===== src/rtl/z80fi_insn_collector_if.sv =====
// CPU-side trace inputs and the retired-instruction (z80fi) packet of the collector.
// The collector connects through the slave modport; a CPU model or bench drives through master.
interface z80fi_insn_collector_if;
  logic        insn_start;
  logic        fetch_valid;
  logic [7:0]  fetch_data;
  logic        mem_rd_valid;
  logic [15:0] mem_rd_addr;
  logic [7:0]  mem_rd_data;
  logic        mem_wr_valid;
  logic [15:0] mem_wr_addr;
  logic [7:0]  mem_wr_data;
  logic        insn_done;
  logic [15:0] cpu_ip;
  logic [15:0] cpu_hl;

  logic        z80fi_valid;
  logic [31:0] z80fi_insn;
  logic [2:0]  z80fi_insn_len;
  logic        z80fi_mem_rd;
  logic [15:0] z80fi_mem_raddr;
  logic [7:0]  z80fi_mem_rdata;
  logic        z80fi_mem_wr;
  logic [15:0] z80fi_mem_waddr;
  logic [7:0]  z80fi_mem_wdata;
  logic [15:0] z80fi_reg_ip_in;
  logic [15:0] z80fi_reg_ip_out;
  logic [15:0] z80fi_reg_hl_in;
  logic        z80fi_err;

  modport master (
    output insn_start, fetch_valid, fetch_data,
    output mem_rd_valid, mem_rd_addr, mem_rd_data,
    output mem_wr_valid, mem_wr_addr, mem_wr_data,
    output insn_done, cpu_ip, cpu_hl,
    input  z80fi_valid, z80fi_insn, z80fi_insn_len,
    input  z80fi_mem_rd, z80fi_mem_raddr, z80fi_mem_rdata,
    input  z80fi_mem_wr, z80fi_mem_waddr, z80fi_mem_wdata,
    input  z80fi_reg_ip_in, z80fi_reg_ip_out, z80fi_reg_hl_in, z80fi_err
  );

  modport slave (
    input  insn_start, fetch_valid, fetch_data,
    input  mem_rd_valid, mem_rd_addr, mem_rd_data,
    input  mem_wr_valid, mem_wr_addr, mem_wr_data,
    input  insn_done, cpu_ip, cpu_hl,
    output z80fi_valid, z80fi_insn, z80fi_insn_len,
    output z80fi_mem_rd, z80fi_mem_raddr, z80fi_mem_rdata,
    output z80fi_mem_wr, z80fi_mem_waddr, z80fi_mem_wdata,
    output z80fi_reg_ip_in, z80fi_reg_ip_out, z80fi_reg_hl_in, z80fi_err
  );
endinterface


===== src/rtl/z80fi_insn_collector.sv =====
// Gathers the fetch bytes, one data read, one data write and IP/HL snapshots of a Z80
// instruction and emits them as a single registered z80fi packet when it retires.
module z80fi_insn_collector (
  input  logic                          clk,
  input  logic                          reset,
  z80fi_insn_collector_if.slave         bus
);

  typedef enum logic {S_IDLE = 1'b0, S_COLLECT = 1'b1} state_t;

  typedef struct packed {
    logic [31:0] insn;
    logic [2:0]  len;
    logic        rd;
    logic [15:0] raddr;
    logic [7:0]  rdata;
    logic        wr;
    logic [15:0] waddr;
    logic [7:0]  wdata;
    logic [15:0] ip_in;
    logic [15:0] hl_in;
    logic        err;
  } work_t;

  state_t      r_state, w_state_nxt;
  work_t       r_work, w_cur, w_nxt;
  work_t       r_pkt;
  logic [15:0] r_ip_out;
  logic        r_valid;
  logic        w_collect, w_retire, w_fetch, w_rd, w_wr;

  always_comb begin
    w_state_nxt = r_state;
    case (r_state)
      S_IDLE:    if (bus.insn_start) w_state_nxt = S_COLLECT;
      S_COLLECT: if (!bus.insn_start && bus.insn_done) w_state_nxt = S_IDLE;
      default:   w_state_nxt = S_IDLE;
    endcase
  end

  // A fetch alongside insn_start is byte 0 of the new instruction, never the tail of the old one.
  always_comb begin
    w_collect = (r_state == S_COLLECT);
    w_retire  = w_collect && bus.insn_done;
    w_fetch   = w_collect && bus.fetch_valid && !bus.insn_start;
    w_rd      = w_collect && bus.mem_rd_valid;
    w_wr      = w_collect && bus.mem_wr_valid;
  end

  // w_cur: working state including this cycle's events; it is what a retiring packet carries.
  always_comb begin
    w_cur = r_work;
    if (w_fetch) begin
      if (r_work.len == 3'd4) begin
        w_cur.err = 1'b1;
      end else begin
        w_cur.insn[{r_work.len[1:0], 3'b000} +: 8] = bus.fetch_data;
        w_cur.len = r_work.len + 3'd1;
      end
    end
    if (w_rd) begin
      if (r_work.rd) begin
        w_cur.err = 1'b1;
      end else begin
        w_cur.rd    = 1'b1;
        w_cur.raddr = bus.mem_rd_addr;
        w_cur.rdata = bus.mem_rd_data;
      end
    end
    if (w_wr) begin
      if (r_work.wr) begin
        w_cur.err = 1'b1;
      end else begin
        w_cur.wr    = 1'b1;
        w_cur.waddr = bus.mem_wr_addr;
        w_cur.wdata = bus.mem_wr_data;
      end
    end
  end

  // Restart without retirement abandons the old instruction and flags the next packet.
  always_comb begin
    w_nxt = w_cur;
    if (bus.insn_start) begin
      w_nxt       = '0;
      w_nxt.ip_in = bus.cpu_ip;
      w_nxt.hl_in = bus.cpu_hl;
      if (bus.fetch_valid) begin
        w_nxt.insn[7:0] = bus.fetch_data;
        w_nxt.len       = 3'd1;
      end
      w_nxt.err = w_collect && !bus.insn_done;
    end
  end

  always_ff @(posedge clk or posedge reset) begin
    if (reset) r_state <= S_IDLE;
    else       r_state <= w_state_nxt;
  end

  always_ff @(posedge clk or posedge reset) begin
    if (reset) begin
      r_work   <= '0;
      r_pkt    <= '0;
      r_ip_out <= '0;
      r_valid  <= 1'b0;
    end else begin
      r_work  <= w_nxt;
      r_valid <= w_retire;
      if (w_retire) begin
        r_pkt    <= w_cur;
        r_ip_out <= bus.cpu_ip;
      end
    end
  end

  assign bus.z80fi_valid      = r_valid;
  assign bus.z80fi_insn       = r_pkt.insn;
  assign bus.z80fi_insn_len   = r_pkt.len;
  assign bus.z80fi_mem_rd     = r_pkt.rd;
  assign bus.z80fi_mem_raddr  = r_pkt.raddr;
  assign bus.z80fi_mem_rdata  = r_pkt.rdata;
  assign bus.z80fi_mem_wr     = r_pkt.wr;
  assign bus.z80fi_mem_waddr  = r_pkt.waddr;
  assign bus.z80fi_mem_wdata  = r_pkt.wdata;
  assign bus.z80fi_reg_ip_in  = r_pkt.ip_in;
  assign bus.z80fi_reg_ip_out = r_ip_out;
  assign bus.z80fi_reg_hl_in  = r_pkt.hl_in;
  assign bus.z80fi_err        = r_pkt.err;

endmodule


===== src/flat_wrapper.sv =====
// flat-port wrapper written by rule: the top's interface ports become plain ports
module z80fi_insn_collector_flat 
  (clk, reset, bus_insn_start, bus_fetch_valid, bus_fetch_data, bus_mem_rd_valid, bus_mem_rd_addr, bus_mem_rd_data, bus_mem_wr_valid, bus_mem_wr_addr, bus_mem_wr_data, bus_insn_done, bus_cpu_ip, bus_cpu_hl, bus_z80fi_valid, bus_z80fi_insn, bus_z80fi_insn_len, bus_z80fi_mem_rd, bus_z80fi_mem_raddr, bus_z80fi_mem_rdata, bus_z80fi_mem_wr, bus_z80fi_mem_waddr, bus_z80fi_mem_wdata, bus_z80fi_reg_ip_in, bus_z80fi_reg_ip_out, bus_z80fi_reg_hl_in, bus_z80fi_err);
  z80fi_insn_collector_if bus_i ();
  input  logic clk;
  input  logic reset;
  input wire logic [$bits(bus_i.insn_start)-1:0] bus_insn_start;
  input wire logic [$bits(bus_i.fetch_valid)-1:0] bus_fetch_valid;
  input wire logic [$bits(bus_i.fetch_data)-1:0] bus_fetch_data;
  input wire logic [$bits(bus_i.mem_rd_valid)-1:0] bus_mem_rd_valid;
  input wire logic [$bits(bus_i.mem_rd_addr)-1:0] bus_mem_rd_addr;
  input wire logic [$bits(bus_i.mem_rd_data)-1:0] bus_mem_rd_data;
  input wire logic [$bits(bus_i.mem_wr_valid)-1:0] bus_mem_wr_valid;
  input wire logic [$bits(bus_i.mem_wr_addr)-1:0] bus_mem_wr_addr;
  input wire logic [$bits(bus_i.mem_wr_data)-1:0] bus_mem_wr_data;
  input wire logic [$bits(bus_i.insn_done)-1:0] bus_insn_done;
  input wire logic [$bits(bus_i.cpu_ip)-1:0] bus_cpu_ip;
  input wire logic [$bits(bus_i.cpu_hl)-1:0] bus_cpu_hl;
  output wire logic [$bits(bus_i.z80fi_valid)-1:0] bus_z80fi_valid;
  output wire logic [$bits(bus_i.z80fi_insn)-1:0] bus_z80fi_insn;
  output wire logic [$bits(bus_i.z80fi_insn_len)-1:0] bus_z80fi_insn_len;
  output wire logic [$bits(bus_i.z80fi_mem_rd)-1:0] bus_z80fi_mem_rd;
  output wire logic [$bits(bus_i.z80fi_mem_raddr)-1:0] bus_z80fi_mem_raddr;
  output wire logic [$bits(bus_i.z80fi_mem_rdata)-1:0] bus_z80fi_mem_rdata;
  output wire logic [$bits(bus_i.z80fi_mem_wr)-1:0] bus_z80fi_mem_wr;
  output wire logic [$bits(bus_i.z80fi_mem_waddr)-1:0] bus_z80fi_mem_waddr;
  output wire logic [$bits(bus_i.z80fi_mem_wdata)-1:0] bus_z80fi_mem_wdata;
  output wire logic [$bits(bus_i.z80fi_reg_ip_in)-1:0] bus_z80fi_reg_ip_in;
  output wire logic [$bits(bus_i.z80fi_reg_ip_out)-1:0] bus_z80fi_reg_ip_out;
  output wire logic [$bits(bus_i.z80fi_reg_hl_in)-1:0] bus_z80fi_reg_hl_in;
  output wire logic [$bits(bus_i.z80fi_err)-1:0] bus_z80fi_err;
  assign bus_i.insn_start = bus_insn_start;
  assign bus_i.fetch_valid = bus_fetch_valid;
  assign bus_i.fetch_data = bus_fetch_data;
  assign bus_i.mem_rd_valid = bus_mem_rd_valid;
  assign bus_i.mem_rd_addr = bus_mem_rd_addr;
  assign bus_i.mem_rd_data = bus_mem_rd_data;
  assign bus_i.mem_wr_valid = bus_mem_wr_valid;
  assign bus_i.mem_wr_addr = bus_mem_wr_addr;
  assign bus_i.mem_wr_data = bus_mem_wr_data;
  assign bus_i.insn_done = bus_insn_done;
  assign bus_i.cpu_ip = bus_cpu_ip;
  assign bus_i.cpu_hl = bus_cpu_hl;
  assign bus_z80fi_valid = bus_i.z80fi_valid;
  assign bus_z80fi_insn = bus_i.z80fi_insn;
  assign bus_z80fi_insn_len = bus_i.z80fi_insn_len;
  assign bus_z80fi_mem_rd = bus_i.z80fi_mem_rd;
  assign bus_z80fi_mem_raddr = bus_i.z80fi_mem_raddr;
  assign bus_z80fi_mem_rdata = bus_i.z80fi_mem_rdata;
  assign bus_z80fi_mem_wr = bus_i.z80fi_mem_wr;
  assign bus_z80fi_mem_waddr = bus_i.z80fi_mem_waddr;
  assign bus_z80fi_mem_wdata = bus_i.z80fi_mem_wdata;
  assign bus_z80fi_reg_ip_in = bus_i.z80fi_reg_ip_in;
  assign bus_z80fi_reg_ip_out = bus_i.z80fi_reg_ip_out;
  assign bus_z80fi_reg_hl_in = bus_i.z80fi_reg_hl_in;
  assign bus_z80fi_err = bus_i.z80fi_err;
  z80fi_insn_collector u_core (.clk(clk), .reset(reset), .bus(bus_i));
endmodule

===== config.mk =====
export PLATFORM = sky130hd
export DESIGN_NAME = z80fi_insn_collector_flat
export DESIGN_NICKNAME = d
export VERILOG_FILES = /design/src/rtl/z80fi_insn_collector_if.sv /design/src/rtl/z80fi_insn_collector.sv /design/src/flat_wrapper.sv
export SDC_FILE = /design/constraint.sdc
export NUM_CORES = 1
export LEC_CHECK = 0
export CORE_UTILIZATION = 45
export CTS_CLUSTER_DIAMETER = 150
export DETAILED_ROUTE_END_ITERATION = 6
export PLACE_DENSITY = 0.78
export SYNTH_ARGS = -nofsm -noshare
export SYNTH_HDL_FRONTEND = slang
export SYNTH_SLANG_ARGS = --single-unit

===== constraint.sdc =====
create_clock -name clk -period 19.1 [get_ports clk]
set_clock_uncertainty 0.15 [all_clocks]
set_input_delay 1.91 -clock clk [delete_from_list [all_inputs] [get_ports clk]]
set_output_delay 1.91 -clock clk [all_outputs]
set_load 0.05 [all_outputs]

==> impl_results.md, run 1 <==
* Clk Latency, worst-skew pair at around 0.52 ns
* Post-Syn Nets at between 900 and 1000
* Via Count at approximately 7300
* Post-synth cell types at 38
* Die footprint at approximately 23000 sq um
* Fmax at 232.3 MHz
* Share of cells above drive strength 1 at slightly below 9%
* Post-CTS sizing at 0
* Initial Utilization at around 46%
* Synth-to-Final Area Change at 34.26%
* CTS tree: built
* Ant diodes at 0
* Peak supply drop at ~0.070 mV
* Synthesis Warnings at 0
* Pwr Density at ~110 nW/um^2
* Yosys top cell area share at a little under two thirds
* Cell Area, Synth at between 9000 and 10000 sq um
* DPL Wire Length at ~15000 um
* Fin crit period at between 4 and 5 ns
* Kind of critical path: primary input to register
* IO Pins at 230
* CTS root buf: clkbuf_16
* Most frequent cells in the layout: dfrtp_1 (254), clkdlybuf4s50_1 (228), nand2_1 (198), nor2_1 (79), o21ai_0 (78)
* Seq cells post-synth at 254
* Syn_area_per_cell at 11.17 sq um
* Largest net degree at the start of global routing at 98
* Clock transition at the registers of the reported paths at around 0.060 ns
* Setup TNS at 0 ns
* Yosys top cell by area: dfrtp_1
* Arr. time, crit path at between 4 and 5 ns
* Starting DRC count in detailed routing at between 400 and 500
* TritonCTS buffer count at 28
* CTS Buffer Depth at 3
* Max-cap violation count at 0
* Status: finished, final reports clean
* First-pass GRT wire length at about 37000 um
* DP Worst Slack at ~14 ns
* Worst Max-Slew Pin Slew at ~1 ns
* Initial antenna violation count at 0
* Met3 Resource Use GR at 4.818%
* Hold WC Path Type: register to register
* Vias/cell at approximately 5.2
* Final setup viols at 0
* Total leakage power at approximately 6.2 nW
* Global-route usage over all layers at about a fifth
* Total grt overflow at 0
* RSZ-0062 raised after global routing: false
* Die height at approximately 150 um
* IO Port Bufs at ~230
* Sequential-to-total area share from yosys stat at roughly 64%
* Met1 Usage GRT at 27.79%
* # hold bufs at CTS at 0
* Slew HR at 33.35%
* Final hold violation count at 0
* Max Slew Vio Count at 0
* Ranking of synthesized cells by area: dfrtp_1 (64%), nand2_1 (7.5%), mux2i_1 (5.0%)
* Startpoint types: primary input
* First-pass iteration count of the detailed router at 4
* Crit-path max FO at 76
* DR WL/cell at between 15 and 20 um
* Die span in x at around 150 um
* Final Net Count at 1200
* Final GP Congestion at ~0.77
* Final WL at 23720 um
* Row count at 54
* Clock Sinks at around 250
* Vias in the first global route at around 7200
* # Post-CTS Setup Buffers at 0
* Post-Synthesis Cells at 890
* Setup ws final at between 10 and 15 ns
* Commonest non-fill, non-tap cell in the layout: dfrtp_1
* Post-route ant nets at 0
* Most Used Layer, Global Route: met2
* CP endpoint kind: register
* Core box area at roughly 22000 sq um
* Final hold slack at around 0.30 ns
* Worst path required time at 19.42 ns
* Final Power at approximately 1.5 mW
* Drc violations at 0
* H-tree depth at 1
* Period utilization at about 23%
* GR Layer Usage met2 at about a third
==> per-layer routing <==
| layer | vias up | part of all wire [%] |
|---|---|---|
| met3 | 39 | 7.8 |
| li1 | 3452 | - |
| met5 | - | 0 |
| met4 | 0 | 1.9 |
| met2 | 242 | 47 |
| met1 | 3603 | 43 |
==> Yosys cell counts <==
cell type and instances:
buf_4 7, or4b_4 1, and2_1 1, nand4b_2 1, nand4b_1 1, nand4_1 24, nand3b_1 3, nand2_1 198
a211o_1 1, dfrtp_1 254, nand2_4 1, buf_1 10, inv_1 3, a221oi_1 1, clkbuf_1 22, a22o_1 9
ha_1 6, clkinv_1 1, nor2b_1 1, buf_2 17, mux2_2 32, a31oi_1 26, o21ai_0 78, and3_1 8
nor3b_2 2, nand3_1 3, o21ai_4 1, a21boi_1 3, nor3_4 1, buf_6 1, a221o_1 8, a21oi_1 27
nand4bb_1 1, and3b_1 2, nor2_1 79, mux2i_1 50, a21bo_2 3, nand2b_1 3
==> worst paths after layout <==
check                                  start                             end  slack, ns  cells past startpoint
max in group asynchronous              reset  u_core.bus.z80fi_mem_raddr[13]      15.57                      3
setup reg to reg              u_core.r_state        u_core.bus.z80fi_insn[4]      16.00                      5
min in group asynchronous              reset               u_core.r_work[44]       1.74                      2
hold reg to reg            u_core.r_work[27]  u_core.bus.z80fi_reg_ip_in[10]       0.30                      2
hold / removal             u_core.r_work[27]  u_core.bus.z80fi_reg_ip_in[10]       0.30                      2
setup / recovery               bus_insn_done        u_core.bus.z80fi_insn[4]      14.80                      6
==> layout make-up <==
type,instances,area (sq um)
well taps,280,350.3
inverters,4,22.52
clock inverters,11,136.4
repair buffers,236,2342
clock buffers,40,837.1
fillers,1748,8414
multi-input cells,575,3297
flip-flops and latches,254,6356
==> critical path, stage by stage <==
cell	delay, ns
clkdlybuf4s50_1	0.53
nand2_4	0.37
inv_2	0.64
buf_4	0.68
and3_1	0.27
a221o_1	0.10
==> registers in the layout (all words and copies together) (netlist names), 3 cells and up <==
name	count
u_core.bus.z80fi_reg_ip_out	16
u_core.bus.z80fi_mem_waddr	16
u_core.bus.z80fi_reg_hl_in	16
u_core.bus.z80fi_mem_wdata	8
u_core.bus.z80fi_reg_ip_in	16
u_core.bus.z80fi_insn	32
u_core.bus.z80fi_insn_len	3
u_core.bus.z80fi_mem_rdata	8
u_core.bus.z80fi_mem_raddr	16
u_core.r_work	118
==> through the flow <==
step	instances	util, %	cell area (sq um)
2_1_floorplan	890	-	9937
3_3_place_gp	1349	56.85	12370
3_5_place_dp	1349	56.85	12370
4_1_cts	1400	61.32	13340
5_1_grt	1400	61.32	13340
6_report	1400	61.32	13340
==> logic make-up after synthesis <==
group	synth area share [%]
AND/OR/NAND/NOR	14.37
flip-flops	63.96
AO/OA/AOI/OAI	9.393
multiplexers	8.663
buffers and inverters	2.858
adder cells (fa/ha/maj)	0.7555
==> where the power goes <==
part,switching (mW),total [mW],internal (mW)
sequential,0.0308,0.623,0.593
combinational,0.232,0.350,0.118
clock,0.212,0.555,0.344
No activity file was read; power rests on OpenSTA's default activity.
==> run 2: changes to the inputs <==
==> constraint.sdc (replaced) <==
create_clock -name clk -period 4.2 [get_ports clk]
set_clock_uncertainty 0.15 [all_clocks]
set_input_delay 0.42 -clock clk [delete_from_list [all_inputs] [get_ports clk]]
set_output_delay 0.42 -clock clk [all_outputs]
set_load 0.05 [all_outputs]
==> run 2 against run 1 <==
Net effect:
- final area increased by 0.28%
- total power increased to 4.5 times the previous value
- utilization increased by 0.17 points
- largest power group unchanged
==> impl_results.md, run 2 (synthesis gave the netlist of run 1 again) <==
* Worst Hold Path EP: u_core.r_work[111]
* Fin crit period at about 2.5 ns
* CTS tree: built
* CTS Buffer Depth at 3
* Final hold slack at between 0.1 and 0.15 ns
* IO Pins at 230
* Vias/cell at between 5 and 6
* Synth-to-Final Area Change at 34.64%
* Peak supply drop at between 0.3 and 0.4 mV
* Hold WC Path Type: primary input to register
* Critical-path top delay cell: inv_2
* Clock Sinks at 254
* Total leakage power at between 6 and 7 nW
* Vias in the first global route at just over 7000
* Reg with most FFs: u_core.r_work
* Global-route usage over all layers at about a fifth
* Starting DRC count in detailed routing at between 300 and 400
* Die height at about 150 um
* Fin area at between 10000 and 15000 sq um
* CP endpoint kind: register
* # Post-CTS Setup Buffers at 0
* Startpoint types: register
* Period utilization at 58.55%
* Fillers at between 1500 and 2000
* Kind of critical path: register to register
* Most frequent cells in the layout: dfrtp_1 (254), clkdlybuf4s50_1 (228), nand2_1 (198), nor2_1 (79), o21ai_0 (78)
* Final GP Congestion at ~0.78
* Cells after DPL at about 1400
* Fmax at approximately 410 MHz
* Hold Crit Depth at 2
* R2R Path Start: u_core.r_state
* Ant diodes at 0
* Die span in x at 150.6 um
* Setup TNS at 0 ns
* Total grt overflow at 0
* Final setup viols at 0
* CP peak stage delay at ~0.64 ns
* Initial Utilization at a little under half
* Register-to-Register Path Depth at 6
* First-pass GRT wire length at around 38000 um
* Setup ws final at about 1.7 ns
* DR WL/cell at ~17 um
* Crit-path max FO at 73
* Largest net degree at the start of global routing at 80
* Core box area at around 22000 sq um
* Post-route ant nets at 0
* Worst Max-Slew Pin Slew at between 1 and 1.5 ns
* Status: finished, final reports clean
* Max-cap violation count at 0
* Worst hold start: bus_insn_start
* Via Count at 7245
* Die footprint at between 20000 and 25000 sq um
* Clock transition at the registers of the reported paths at about 0.060 ns
* Worst path required time at 4.49 ns
* Final Net Count at between 1000 and 1500
* Final Power at around 7 mW
* First-pass iteration count of the detailed router at 4
* Layout Cells excl Fill at approximately 1400
* Core Util, Final at between 60% and 70%
* Row count at 54
* Max Slew Vio Count at 0
* Commonest non-fill, non-tap cell in the layout: dfrtp_1
* Placed inst area at between 10000 and 15000 sq um
* H-tree depth at 1
* Drc violations at 0
* Worst R2R End: u_core.bus.z80fi_insn[15]
* Initial antenna violation count at 0
* Final hold violation count at 0
* TritonCTS buffer count at 27
* CTS root buf: clkbuf_16
* IO Port Bufs at roughly 230
* Pwr Density at 514.5 nW/um^2
* RSZ-0062 raised after global routing: false
* # hold bufs at CTS at 0
* Final WL at between 20000 and 25000 um
* DPL Wire Length at roughly 15000 um
* Arr. time, crit path at roughly 2.8 ns
* Share of cells above drive strength 1 at around a tenth
* DP Worst Slack at roughly 1.3 ns
* Slew HR at a little under a third
* Max reg flops at 118
* Post-CTS sizing at 0
* R2r setup slk at between 1.5 and 2 ns
* Critical path cell sequence: buf_4 > nand2_4 > inv_2 > buf_12 > nor2_1 > a31oi_1
* Register area at 6356 sq um
* Multi-input logic area at between 3000 and 4000 sq um
* Clk Latency, worst-skew pair at 0.52 ns
run 2: cell count changes in the layout (fill, tap and decap cells not counted):
cell        change
buf_12          +4
buf_4           +1
bufinv_16       +1
clkbuf_1        -3
clkbuf_16       -2
clkbuf_8        -3
clkinv_2        +4
clkinv_4        -1
clkinvlp_4      +3
inv_8           -1
run 2: how the worst max path moves through the flow:
stage / from / endpoint / slack (ns)
2_1_floorplan: reset / u_core.bus.z80fi_err / 0.29
6_report: u_core.r_state / u_core.bus.z80fi_insn[15] / 1.74
4_1_cts: u_core.r_state / u_core.bus.z80fi_insn[15] / 1.71
5_1_grt: u_core.r_state / u_core.bus.z80fi_insn[13] / 1.54
3_3_place_gp: bus_insn_done / u_core.bus.z80fi_insn[28] / 1.38
3_5_place_dp: bus_insn_done / u_core.bus.z80fi_insn[15] / 1.31
run 2: power by group:
group | internal, mW | switching [mW] | total (mW) | leakage (nW)
logic | 0.545 | 1.06 | 1.61 | 2.54
clock network | 1.49 | 0.954 | 2.44 | 0.459
registers | 2.69 | 0.136 | 2.83 | 3.26
run 2: layout make-up:
cell class                 count  share of cell area, %
multi-input combinational    575                  24.64
inverter                       4                 0.1403
clock inverter                17                  1.440
clock buffer                  32                  5.490
timing repair buffer         241                  18.16
tap                          280                  2.619
sequential                   254                  47.51
run 2: critical path: cells and delay by family, from the launching register on:
kind / cells / cell delay, ns
AO/OA/AOI/OAI: 1 / 0.17
buffers and inverters: 3 / 1.22
flip-flops: 1 / 0.32
AND/OR/NAND/NOR: 2 / 0.47
run 2: per-layer routing:
layer	GRT usage [%]	wire length [um]	vias up	share of wire [%]
li1	-	-	3450	-
met1	27.96	10360	3541	43
met2	34.88	11660	222	48
met3	4.970	1783	32	7.4
met4	4.600	312	0	1.3
met5	0	0	-	0
==> run 3: changes to the inputs <==
--- a/config.mk
+++ b/config.mk
@@ -8,7 +8,7 @@
 export CORE_UTILIZATION = 45
 export CTS_CLUSTER_DIAMETER = 150
 export DETAILED_ROUTE_END_ITERATION = 6
-export PLACE_DENSITY = 0.78
+export PLACE_DENSITY = 0.81
 export SYNTH_ARGS = -nofsm -noshare
 export SYNTH_HDL_FRONTEND = slang
 export SYNTH_SLANG_ARGS = --single-unit
==> constraint.sdc (replaced) <==
create_clock -name clk -period 2 [get_ports clk]
set_clock_uncertainty 0.15 [all_clocks]
set_input_delay 0.2 -clock clk [delete_from_list [all_inputs] [get_ports clk]]
set_output_delay 0.2 -clock clk [all_outputs]
set_load 0.05 [all_outputs]
==> run 3 against run 2 <==
Net effect:
- utilization increased by 0.73 points
- maximum frequency is 29% higher
- global-route usage grew 0.34 points
- critical path type unchanged
==> impl_results.md, run 3 (synthesis gave the netlist of run 1 again) <==
* Status: finished, final reports clean
* Arr. time, crit path at around 2.2 ns
* Fmax at 523.8 MHz
* First-pass GRT wire length at roughly 39000 um
* Reg with most FFs: u_core.r_work
* Row count at 54
* Post-route ant nets at 0
* Worst path required time at ~2.3 ns
* Clock Sinks at roughly 250
* Met1 Usage GRT at ~28%
* Die span in x at between 150 and 200 um
* Startpoint types: register
* CTS tree: built
* Clock share of power at between 30% and 40%
* Final Net Count at roughly 1200
* Setup TNS at 0 ns
* Worst Hold Path EP: u_core.bus.z80fi_reg_ip_out[12]
* Ant diodes at 0
* Register share of total power at 41.4%
* Global-route usage over all layers at about a fifth
* Pwr Density at 1059 nW/um^2
* Via Count at around 7500
* Final WL at roughly 25000 um
* CP endpoint kind: register
* GR Layer Usage met2 at 34.75%
* Worst hold start: bus_cpu_ip[12]
* Total leakage power at 6.819 nW
* Vias in the first global route at about 7600
* Layout Cells excl Fill at about 1400
* Drc violations at 0
* Internal power at slightly below 10 mW
* Final setup viols at 0
* Hold Crit Depth at 3
* Kind of critical path: register to register
* IO Pins at 230
* Cells after DPL at about 1400
* CTS root buf: clkbuf_16
* Worst R2R End: u_core.bus.z80fi_insn[5]
* IO Port Bufs at ~230
* Fin crit period at ~1.9 ns
* Synth-to-Final Area Change at 36.24%
* Switching Share at 31.51%
* Slew HR at a little under two thirds
* Total grt overflow at 0
* Vias/cell at 5.233
* Sw power at 4.520 mW
* Die height at 150.6 um
* Met3 Resource Use GR at 4.970%
* Comb pwr share at between 20 and 25%
* Max reg flops at between 100 and 150
* DPL Wire Length at 16060 um
* Commonest non-fill, non-tap cell in the layout: dfrtp_1
* Starting DRC count in detailed routing at between 300 and 400
* R2r setup slk at around 0.091 ns
* Largest net degree at the start of global routing at between 100 and 150
* Crit-path max FO at 8
* Register-to-Register Path Depth at 7
* Core Util, Final at between 60% and 70%
* Final hold slack at around 0.086 ns
* CTS Buffer Depth at 3
* DP Worst Slack at -0.0001754 ns
* Most Used Layer, Global Route: met2
* R2R Path Start: u_core.r_work[83]
* Hold WC Path Type: primary input to register
* Peak supply drop at a little under 0.8 mV
* Fillers at 1771
* Die footprint at 22680 sq um
* Clk Latency, worst-skew pair at 0.52 ns
* TritonCTS buffer count at 27
* Core box area at 21760 sq um
* Most frequent cells in the layout: dfrtp_1 (254), nand2_1 (198), dlygate4sd2_1 (129), clkdlybuf4s50_1 (93), nor2_1 (79)
* Final hold violation count at 0
* Share of cells above drive strength 1 at approximately an eighth
* Max Slew Vio Count at 0
* Period utilization at 95.45%
* H-tree depth at 1
* Initial antenna violation count at 0
* Worst Max-Slew Pin Slew at roughly 0.55 ns
* DR WL/cell at between 15 and 20 um
* Initial Utilization at a little under half
* First-pass iteration count of the detailed router at 5
* Clock transition at the registers of the reported paths at roughly 0.06 ns
* Max-cap violation count at 0
* Final GP Congestion at about 0.82
* Setup ws final at between 0.09 and 0.1 ns
## run 3: cell count changes in the layout (fill, tap and decap cells not counted), moves of 3 or more
cell / previous run / this run
dlygate4sd2_1: 0 / 129
clkbuf_1: 1 / 5
clkbuf_8: 4 / 9
buf_12: 4 / 10
buf_4: 9 / 32
clkinvlp_4: 4 / 1
clkdlybuf4s50_1: 228 / 93
clkinv_2: 10 / 4
## run 3: critical path: stages, from the launching register on
cell	delay [ns]
dfrtp_1	0.38
inv_2	0.09
buf_6	0.11
ha_2	0.17
or4b_4	0.50
nor3_4	0.13
buf_6	0.15
a221o_1	0.15
## run 3: timing repair
item	4_1_cts	5_1_grt
endpoints found under the hold margin	42	0
pin swaps	1	2
setup endpoints to repair	135	14
gates resized for setup	129	7
hold buffers	2	0
buffers inserted	1	1
## run 3: metrics by stage
step	power [mW]	instance area, sq um
global placement	9.438	12690
CTS	14.47	13510
floorplan	8.149	9941
detailed placement	9.505	12690
global route	14.88	13540
finish	14.34	13540
## run 3: routing by layer
metal  part of all wire, %  vias to the layer above
met5                     0                        -
met4                   2.7                        0
met3                   7.3                       45
met2                    48                      248
met1                    42                     3682
li1                      -                     3513
## run 3: layout make-up
type	count	area (sq um)	area share (%)
Clock buffer	41	818.3	6.044
Clock inverter	8	126.4	0.9335
Inverter	4	18.77	0.1386
Multi-Input combinational cell	575	3312	24.46
Sequential cell	254	6356	46.95
Tap cell	280	350.3	2.588
Timing Repair Buffer	269	2556	18.88
## run 3: power by group through the flow
| stage | registers, mW | clock network (mW) | logic, mW |
|---|---|---|---|
| floorplan | 7.31 | 0 | 0.841 |
| global placement | 6.01 | 0 | 3.43 |
| detailed placement | 6.03 | 0 | 3.47 |
| CTS | 5.93 | 5.29 | 3.24 |
| global route | 5.99 | 5.45 | 3.44 |
| finish | 5.93 | 5.19 | 3.22 |
## run 3: how the worst max path moves through the flow
stage	slack (ns)	cells past startpoint	endpoint	startpoint
2_1_floorplan	-1.69	1	u_core.bus.z80fi_err	reset
3_3_place_gp	0.05	5	u_core.bus.z80fi_insn[5]	u_core.r_work[84]
3_5_place_dp	-0.0002	5	u_core.bus.z80fi_insn[4]	u_core.r_work[83]
4_1_cts	0.004	6	u_core.bus.z80fi_insn[5]	u_core.r_work[83]
5_1_grt	-0.004	7	u_core.bus.z80fi_insn[5]	u_core.r_work[83]
6_report	0.09	7	u_core.bus.z80fi_insn[5]	u_core.r_work[83]
